## src/rtl/sb_alloc_ctrl.sv

```systemverilog
// rtl/sb_alloc_ctrl.sv - in-order transaction ID allocator with out-of-order writeback tracking
//
// Ports:
//   clk_i, rst_ni              clock, asynchronous active-low reset
//   flush_i                    drop every in-flight transaction
//   alloc_req_i / alloc_gnt_o  issue-side ID request / acceptance
//   alloc_id_o                 ID handed out on a grant (always the tail)
//   wb_valid_i, wb_id_i,       per-port writeback strobe, ID and exception flag;
//   wb_ex_i                    port p uses wb_id_i[p*ID_BITS +: ID_BITS]
//   commit_valid_o, commit_id_o, commit_ex_o
//                              oldest transaction is done / its ID / its exception
//   commit_ack_i               retire the oldest transaction
//   full_o, empty_o, count_o   occupancy status

module sb_alloc_ctrl #(
    parameter int NR_ENTRIES  = 4,
    parameter int NR_WB_PORTS = 4,
    parameter int ID_BITS     = $clog2(NR_ENTRIES)
) (
    input  logic                           clk_i,
    input  logic                           rst_ni,
    input  logic                           flush_i,
    input  logic                           alloc_req_i,
    output logic                           alloc_gnt_o,
    output logic [ID_BITS-1:0]             alloc_id_o,
    input  logic [NR_WB_PORTS-1:0]         wb_valid_i,
    input  logic [NR_WB_PORTS*ID_BITS-1:0] wb_id_i,
    input  logic [NR_WB_PORTS-1:0]         wb_ex_i,
    output logic                           commit_valid_o,
    output logic [ID_BITS-1:0]             commit_id_o,
    output logic                           commit_ex_o,
    input  logic                           commit_ack_i,
    output logic                           full_o,
    output logic                           empty_o,
    output logic [ID_BITS:0]               count_o
);

    typedef enum logic [1:0] {
        ST_FREE   = 2'd0,
        ST_ISSUED = 2'd1,
        ST_DONE   = 2'd2
    } entry_state_e;

    entry_state_e            state_q [NR_ENTRIES];
    logic [NR_ENTRIES-1:0]   ex_q;
    logic [ID_BITS-1:0]      head_q;
    logic [ID_BITS-1:0]      tail_q;
    logic [ID_BITS:0]        count_q;

    logic [NR_ENTRIES-1:0]   wb_hit;
    logic [NR_ENTRIES-1:0]   wb_ex_any;
    logic                    grant;
    logic                    commit;

    assign full_o  = (count_q == (ID_BITS+1)'(NR_ENTRIES));
    assign empty_o = (count_q == '0);
    assign count_o = count_q;

    // Full is judged on the registered count only, so a same-cycle commit
    // never opens a slot. Gating with rst_ni keeps the grant low while the
    // block is held in reset even if the issue stage is requesting.
    assign grant       = alloc_req_i & ~full_o & ~flush_i & rst_ni;
    assign alloc_gnt_o = grant;
    assign alloc_id_o  = tail_q;

    assign commit_valid_o = (state_q[head_q] == ST_DONE);
    assign commit_id_o    = head_q;
    assign commit_ex_o    = ex_q[head_q];
    assign commit            = commit_valid_o & commit_ack_i;

    // Collapse all writeback ports into per-entry hit and merged-exception
    // vectors so several ports naming the same ID combine naturally.
    always_comb begin
        wb_hit    = '0;
        wb_ex_any = '0;
        for (int e = 0; e < NR_ENTRIES; e++) begin
            for (int p = 0; p < NR_WB_PORTS; p++) begin
                if (wb_valid_i[p] && (wb_id_i[p*ID_BITS +: ID_BITS] == ID_BITS'(e))) begin
                    wb_hit[e]    = 1'b1;
                    wb_ex_any[e] = wb_ex_any[e] | wb_ex_i[p];
                end
            end
        end
    end

    always_ff @(posedge clk_i or negedge rst_ni) begin
        if (!rst_ni) begin
            for (int e = 0; e < NR_ENTRIES; e++) begin
                state_q[e] <= ST_FREE;
            end
            ex_q    <= '0;
            head_q  <= '0;
            tail_q  <= '0;
            count_q <= '0;
        end else if (flush_i) begin
            for (int e = 0; e < NR_ENTRIES; e++) begin
                state_q[e] <= ST_FREE;
            end
            ex_q    <= '0;
            head_q  <= '0;
            tail_q  <= '0;
            count_q <= '0;
        end else begin
            // Writebacks only land on ISSUED entries; FREE and DONE are left alone.
            for (int e = 0; e < NR_ENTRIES; e++) begin
                if (wb_hit[e] && (state_q[e] == ST_ISSUED)) begin
                    state_q[e] <= ST_DONE;
                    ex_q[e]    <= ex_q[e] | wb_ex_any[e];
                end
            end
            // Head is DONE so no writeback touches it; tail is FREE when a
            // grant happens, so these updates never collide with the loop above.
            if (commit) begin
                state_q[head_q] <= ST_FREE;
                ex_q[head_q]    <= 1'b0;
                head_q          <= head_q + 1'b1;
            end
            if (grant) begin
                state_q[tail_q] <= ST_ISSUED;
                ex_q[tail_q]    <= 1'b0;
                tail_q          <= tail_q + 1'b1;
            end
            if (grant && !commit) begin
                count_q <= count_q + 1'b1;
            end else if (commit && !grant) begin
                count_q <= count_q - 1'b1;
            end
        end
    end

endmodule

```

## config.mk

```make
export PLATFORM = sky130hd
export DESIGN_NAME = sb_alloc_ctrl
export DESIGN_NICKNAME = d
export VERILOG_FILES = /design/src/rtl/sb_alloc_ctrl.sv
export SDC_FILE = /design/constraint.sdc
export NUM_CORES = 1
export LEC_CHECK = 0
export BUFFER_PORTS_ARGS = -buffer_cell sky130_fd_sc_hd__buf_2
export CELL_PAD_IN_SITES_DETAIL_PLACEMENT = 0
export CELL_PAD_IN_SITES_GLOBAL_PLACEMENT = 2
export CORE_AREA = 2 2 68 70
export CTS_CLUSTER_DIAMETER = 150
export DETAILED_ROUTE_END_ITERATION = 10
export DIE_AREA = 0 0 70 72
export PLACE_DENSITY_LB_ADDON = 0.1
export SLEW_MARGIN = 20
export SYNTH_ARGS = -nofsm -noshare
export SYNTH_HDL_FRONTEND = slang
export SYNTH_SLANG_ARGS = --single-unit
```

## constraint.sdc

```tcl
create_clock -name clk_i -period 5.96 [get_ports clk_i]
set_clock_uncertainty 0.15 [all_clocks]
set_input_delay 0.298 -clock clk_i [delete_from_list [all_inputs] [get_ports clk_i]]
set_output_delay 0.298 -clock clk_i [all_outputs]
set_load 0.05 [all_outputs]
```

# After elaboration in Yosys (flattened, before gate mapping)
# Index checks and enable logic that the tools add are counted.
[classes]
addsub = 4
order_cmp = 8
n_eq_ne = 18
n_mux = 76
bitwise = 33
n_reduce_logical = 36
[ops]
columns = ["operator", "count"]
rows = [
  ["1-bit two-way mux", 43],
  ["2-bit two-way mux", 16],
  ["8-bit two-way mux", 4],
  ["1-bit logical AND", 26],
  ["2-bit == test (second input constant)", 9],
  ["2-bit by 1-bit == test with 1-bit output (second input constant)", 8],
  ["4-bit two-way mux", 4],
  ["1-bit bitwise OR", 16],
  ["4-bit bitwise AND", 3],
  ["4-bit inverter", 3],
  ["3-bit two-way mux", 3],
  ["8-bit bitwise AND", 1],
  ["2-bit demux with 2-bit select", 2],
  ["2-bit logical NOT", 4],
  ["8-bit inverter", 1],
  ["3-bit >= comparator (second input constant)", 2],
  ["2-bit by 3-bit < comparator with 1-bit output (second input constant)", 2],
  ["3-bit by 1-bit < comparator with 1-bit output (second input constant)", 2],
  ["2-bit inverter with 3-bit output", 2],
  ["2-bit by 1-bit adder with 2-bit output (second input constant)", 2],
  ["1-bit bitwise AND", 4],
  ["2-bit binary-select mux with 2-bit select", 1],
  ["1-bit demux with 2-bit select", 2],
  ["2-bit by 1-bit >= comparator with 1-bit output (second input constant)", 2],
  ["10 further kinds", 13],
]
[totals]
regBits = 19
input_bits = 21
out_inout_bits = 12
wordCells = 183

# Logic depth before layout (Yosys ltp)
[logic_depth]
ltp_word = 18
ltp_mapped = 11
ltp_nobuf = 9

# Worst setup path after synthesis
# OpenSTA, ideal clock, no wires.
[synth_path]
path_type = "reg-to-reg"
start = "register count_q[2], in the netlist count_o[2]"
end = "register count_q[2], in the netlist count_o[2]"
setup_time_ns = 0.087
t_arrival_ns = 3.308
required_time_ns = 5.723
slack_ns = 2.415
path_stages_with_launch = 7
path_buffers = 0
period_less_slack_ns = 3.545
path_cell_list = "dfrtp_1 > nor3b_1 > or3_1 > nor2_1 > fa_1 > or4_1 > o211ai_1"
[synth_via]
elab_chain_len = 8
word_cells_on_any_way = 14
classes_between = "add/sub: 2; eq/ne: 1; mux: 3; bitwise: 4; reduce/logical: 4"
[synth_rtl]
columns = ["item", "line_no", "rtl"]
rows = [
  ["start, declared", "48", "logic [ID_BITS:0] count_q;"],
  ["start signal, assigned", "124", "count_q <= count_q + 1'b1;"],
  ["start signal, assigned", "126", "count_q <= count_q - 1'b1;"],
  ["3-bit == test *", "55", "assign full_o = (count_q == (ID_BITS+1)'(NR_ENTRIES));"],
  ["via full_o", "33", "output logic full_o,"],
  ["1-bit inverter *", "62", "assign grant = alloc_req_i & ~full_o & ~flush_i & rst_ni;"],
  ["1-bit bitwise AND * (3 in a row)", "62", ""],
  ["1-bit logical AND or 1-bit logical NOT (tied branches)", "123, 125", ""],
  ["3-bit two-way mux or 1-bit logical AND (tied branches)", "123, 125", ""],
  ["3-bit two-way mux or 3-bit nonzero test (tied branches)", "-", ""],
]
# The timed path passes the listed nets; every way through them passes the cells marked *. The select of a mux whose other input is x is not followed.
# A chain may end at the register's enable or synchronous reset.

# Worst setup path after layout
[layout_path]
start = "input port rst_ni"
end = "output port alloc_gnt_o"
[layout_via]
elab_chain_len = 1
[layout_rtl]
columns = ["item", "line_no", "rtl"]
rows = [
  ["start, declared", "21", "input logic rst_ni,"],
  ["1-bit bitwise AND", "62", ""],
  ["end, declared", "24", "output logic alloc_gnt_o,"],
]
# Every way passes these cells.

==> metrics.txt <==
fin util 0.395; Crit path required time roughly 5.5 ns; sequential-to-total area share from yosys stat 0.331; Hold WS around 0.23 ns; cell family with most CP delay buffers and inverters; drt first pass iters 4; initial core utilization 0.337; IO Count 33; total number of vias approximately 1,300; Worst-Skew Late Latency 0.26 ns; Static Leakage 0.775 nW; fin. max-slew vios 0; num rows 24; Post-synth ARST share 1.00; FF+latch count, synth 19; Tmin final just under 3 ns; first-pass GRT wire length slightly above 6000 microns; RSZ-0062 raised after global routing false; pin count of the biggest net entering global routing 22; post-route ant nets 0; Syn Area/Cell around 9.2 sq um; Mapped Nets 186; Worst-Margin Slew 0.501 ns; leading area contributor after synthesis dfrtp_1; Synth Cell Area 0.00144 sq mm; Core Footprint approximately 0.0043 sq mm; Congestion Overflow GR 0; Final Hold Viols 0; top_reg_cell synth dfrtp_1; CTS tree yes; Reg clk slew, reported paths 0.07 ns; H-tree depth 1; die area 0.00504 sq mm; DR WL/cell approximately 16 microns; Peak VDD IR 115 uV; Fill cells 431; CTS max path bufs 2; post-synthesis cell count about 160; PwrDens about 190 mW/mm^2; slowest CP cell dlygate4sd3_1; Critical Path, Cell by Cell dlygate4sd3_1 > buf_2 > nand2_1 > or3_1 > inv_2 > buf_2; clk sink count 19; setup violators final 0; Setup crit start kind input port; worst relative slew slack 0.661; final net count ~220; crit path buf inv count 4; ANT cells 0; Layout area overhead 17.1%; Die H about 72 microns; total CTS buffers 3; Finished Cell Area between 0.0015 and 0.002 sq mm; number of flops mapped to enable cells by yosys 0; kind of critical path in -> out; routed vias/inst around 5.5; Global Route Usage Sum 0.155; initial antenna violation count 0; vias in the first global route about 1,200; Resize count post-CTS 0; CP Capture Type output pin; Tcrit/Tclk final 0.486; FMAX around 0.35 GHz; dpl hpwl 2900 microns; WL final approximately 3800 microns; GPL Wtd Cong 0.783; worst hold path type in -> reg; synth unique cells 49; crit-path max FO 20; # DRC 0; Yosys top cell area share 0.331; MaxCap Viol Count 0; Clk Tree Root Cell clkbuf_8; Worst EP arrival 2.45 ns; top cells by area, synth dfrtp_1 33%, ha_1 7.0%, nand3b_1 3.1%; die width roughly 70 microns; most used cell, CP buf_2; Worst path max stage delay 0.52 ns; Warnings, synthesis 0; First DRT Iteration DRCs 65; fraction of layout cells with a size suffix above 1 0.213; number of port buffers 32; setup TNS 0 ns; placed inst area 0.00163 sq mm; Tot Pwr roughly 0.00032 W; status complete, no violations
==> logic make-up (layout without fill, tap and decap cells) <==
kind of cell | after synthesis | in the layout | share of synthesized area
and+or+nand+nor | 60 | 60 | 0.249
AOI/OAI and AO/OA | 46 | 46 | 0.223
DFF | 19 | 19 | 0.331
buffers and inverters | 18 | 50 | 0.0583
adders and majority gates | 9 | 9 | 0.0836
xor gates and xnor gates | 2 | 2 | 0.0218
muxes | 2 | 2 | 0.0339
==> placed cells by master (no fill, tap or decap), types with 6 or more instances in the layout <==
| cell type | Yosys | layout |
|---|---|---|
| a21oi_1 | 8 | 8 |
| buf_2 | 1 | 32 |
| dfrtp_1 | 19 | 19 |
| ha_1 | 8 | 8 |
| inv_1 | 11 | 11 |
| nand2_1 | 8 | 8 |
| nand3b_1 | 6 | 6 |
| nor2_1 | 7 | 7 |
| nor2b_1 | 7 | 7 |
| o21ai_0 | 6 | 6 |
==> synth_stat cells, types with 2 or more instances <==
cell type  instances
a211oi_1           2
a32o_1             2
nor3_1             5
nor2b_1            7
ha_1               8
dfrtp_1           19
a31oi_1            5
inv_1             11
inv_2              2
a221o_1            3
nand3b_1           6
o21ai_0            6
buf_6              2
a21oi_1            8
nor2_1             7
nand3_1            5
o21ai_1            5
nand2_1            8
a21o_1             3
nand4_1            4
nand4b_1           3
nor3b_1            5
or3_1              3
clkbuf_1           2
==> final cells by class <==
class / instances / area, sq um / share of cell area
multi-input combinational: 119 / 878 / 0.522
tap: 52 / 65.1 / 0.0387
clock buffer: 4 / 45.0 / 0.0268
timing repair buffer: 33 / 170 / 0.101
sequential: 19 / 475 / 0.283
inverter: 13 / 48.8 / 0.0290
==> flip-flops by register name, indices dropped and copies added (netlist names) <==
register and cells:
state_q 8, count_o 3, alloc_id_o 2, ex_q 4, commit_id_o 2
==> final timing paths <==
check	end	cells past startpoint	slack, ns	startpoint
min	commit_id_o[1]	4	0.23	commit_ack_i
max in group asynchronous	state_q[7]	2	4.95	rst_ni
min in group asynchronous	ex_q[1]	2	0.38	rst_ni
max	alloc_gnt_o	6	3.07	rst_ni
min reg2reg	state_q[5]	2	0.37	state_q[5]
max reg2reg	count_o[2]	7	3.41	commit_id_o[0]
==> timing repair <==
item,4_1_cts,5_1_grt
buffers inserted,0,0
hold endpoints to repair,19,0
hold buffers,1,0
==> tightest hold or removal path, stage by stage <==
cell,delay (ns)
buf_2,0.10
a21oi_1,0.06
a21oi_1,0.11
nor2_1,0.04
==> where the power goes <==
group	leakage, nW	total, W	internal [W]	switching (W)
combinational	0.490	0.0000872	0.0000295	0.0000576
clock	0.0228	0.0000936	0.0000476	0.0000459
sequential	0.262	0.000140	0.000134	0.00000585
==> stage by stage <==
stage,setup slack [ns],std cells
finish,3.07,240
CTS,3.05,240
floorplan,2.42,156
global route,2.92,240
detailed placement,3.43,235
global placement,3.51,235
==> routing by layer <==
metal  track usage  wire length (microns)  share of wire  up-vias
met3        0.0389                    204          0.053        2
met2         0.237                   1740           0.46       30
li1              -                      -              -      650
met4        0.0214                     12         0.0031        0
met1         0.228                   1860           0.49      635
met5             0                      0              0        -
No activity file was read; power rests on OpenSTA's default activity.
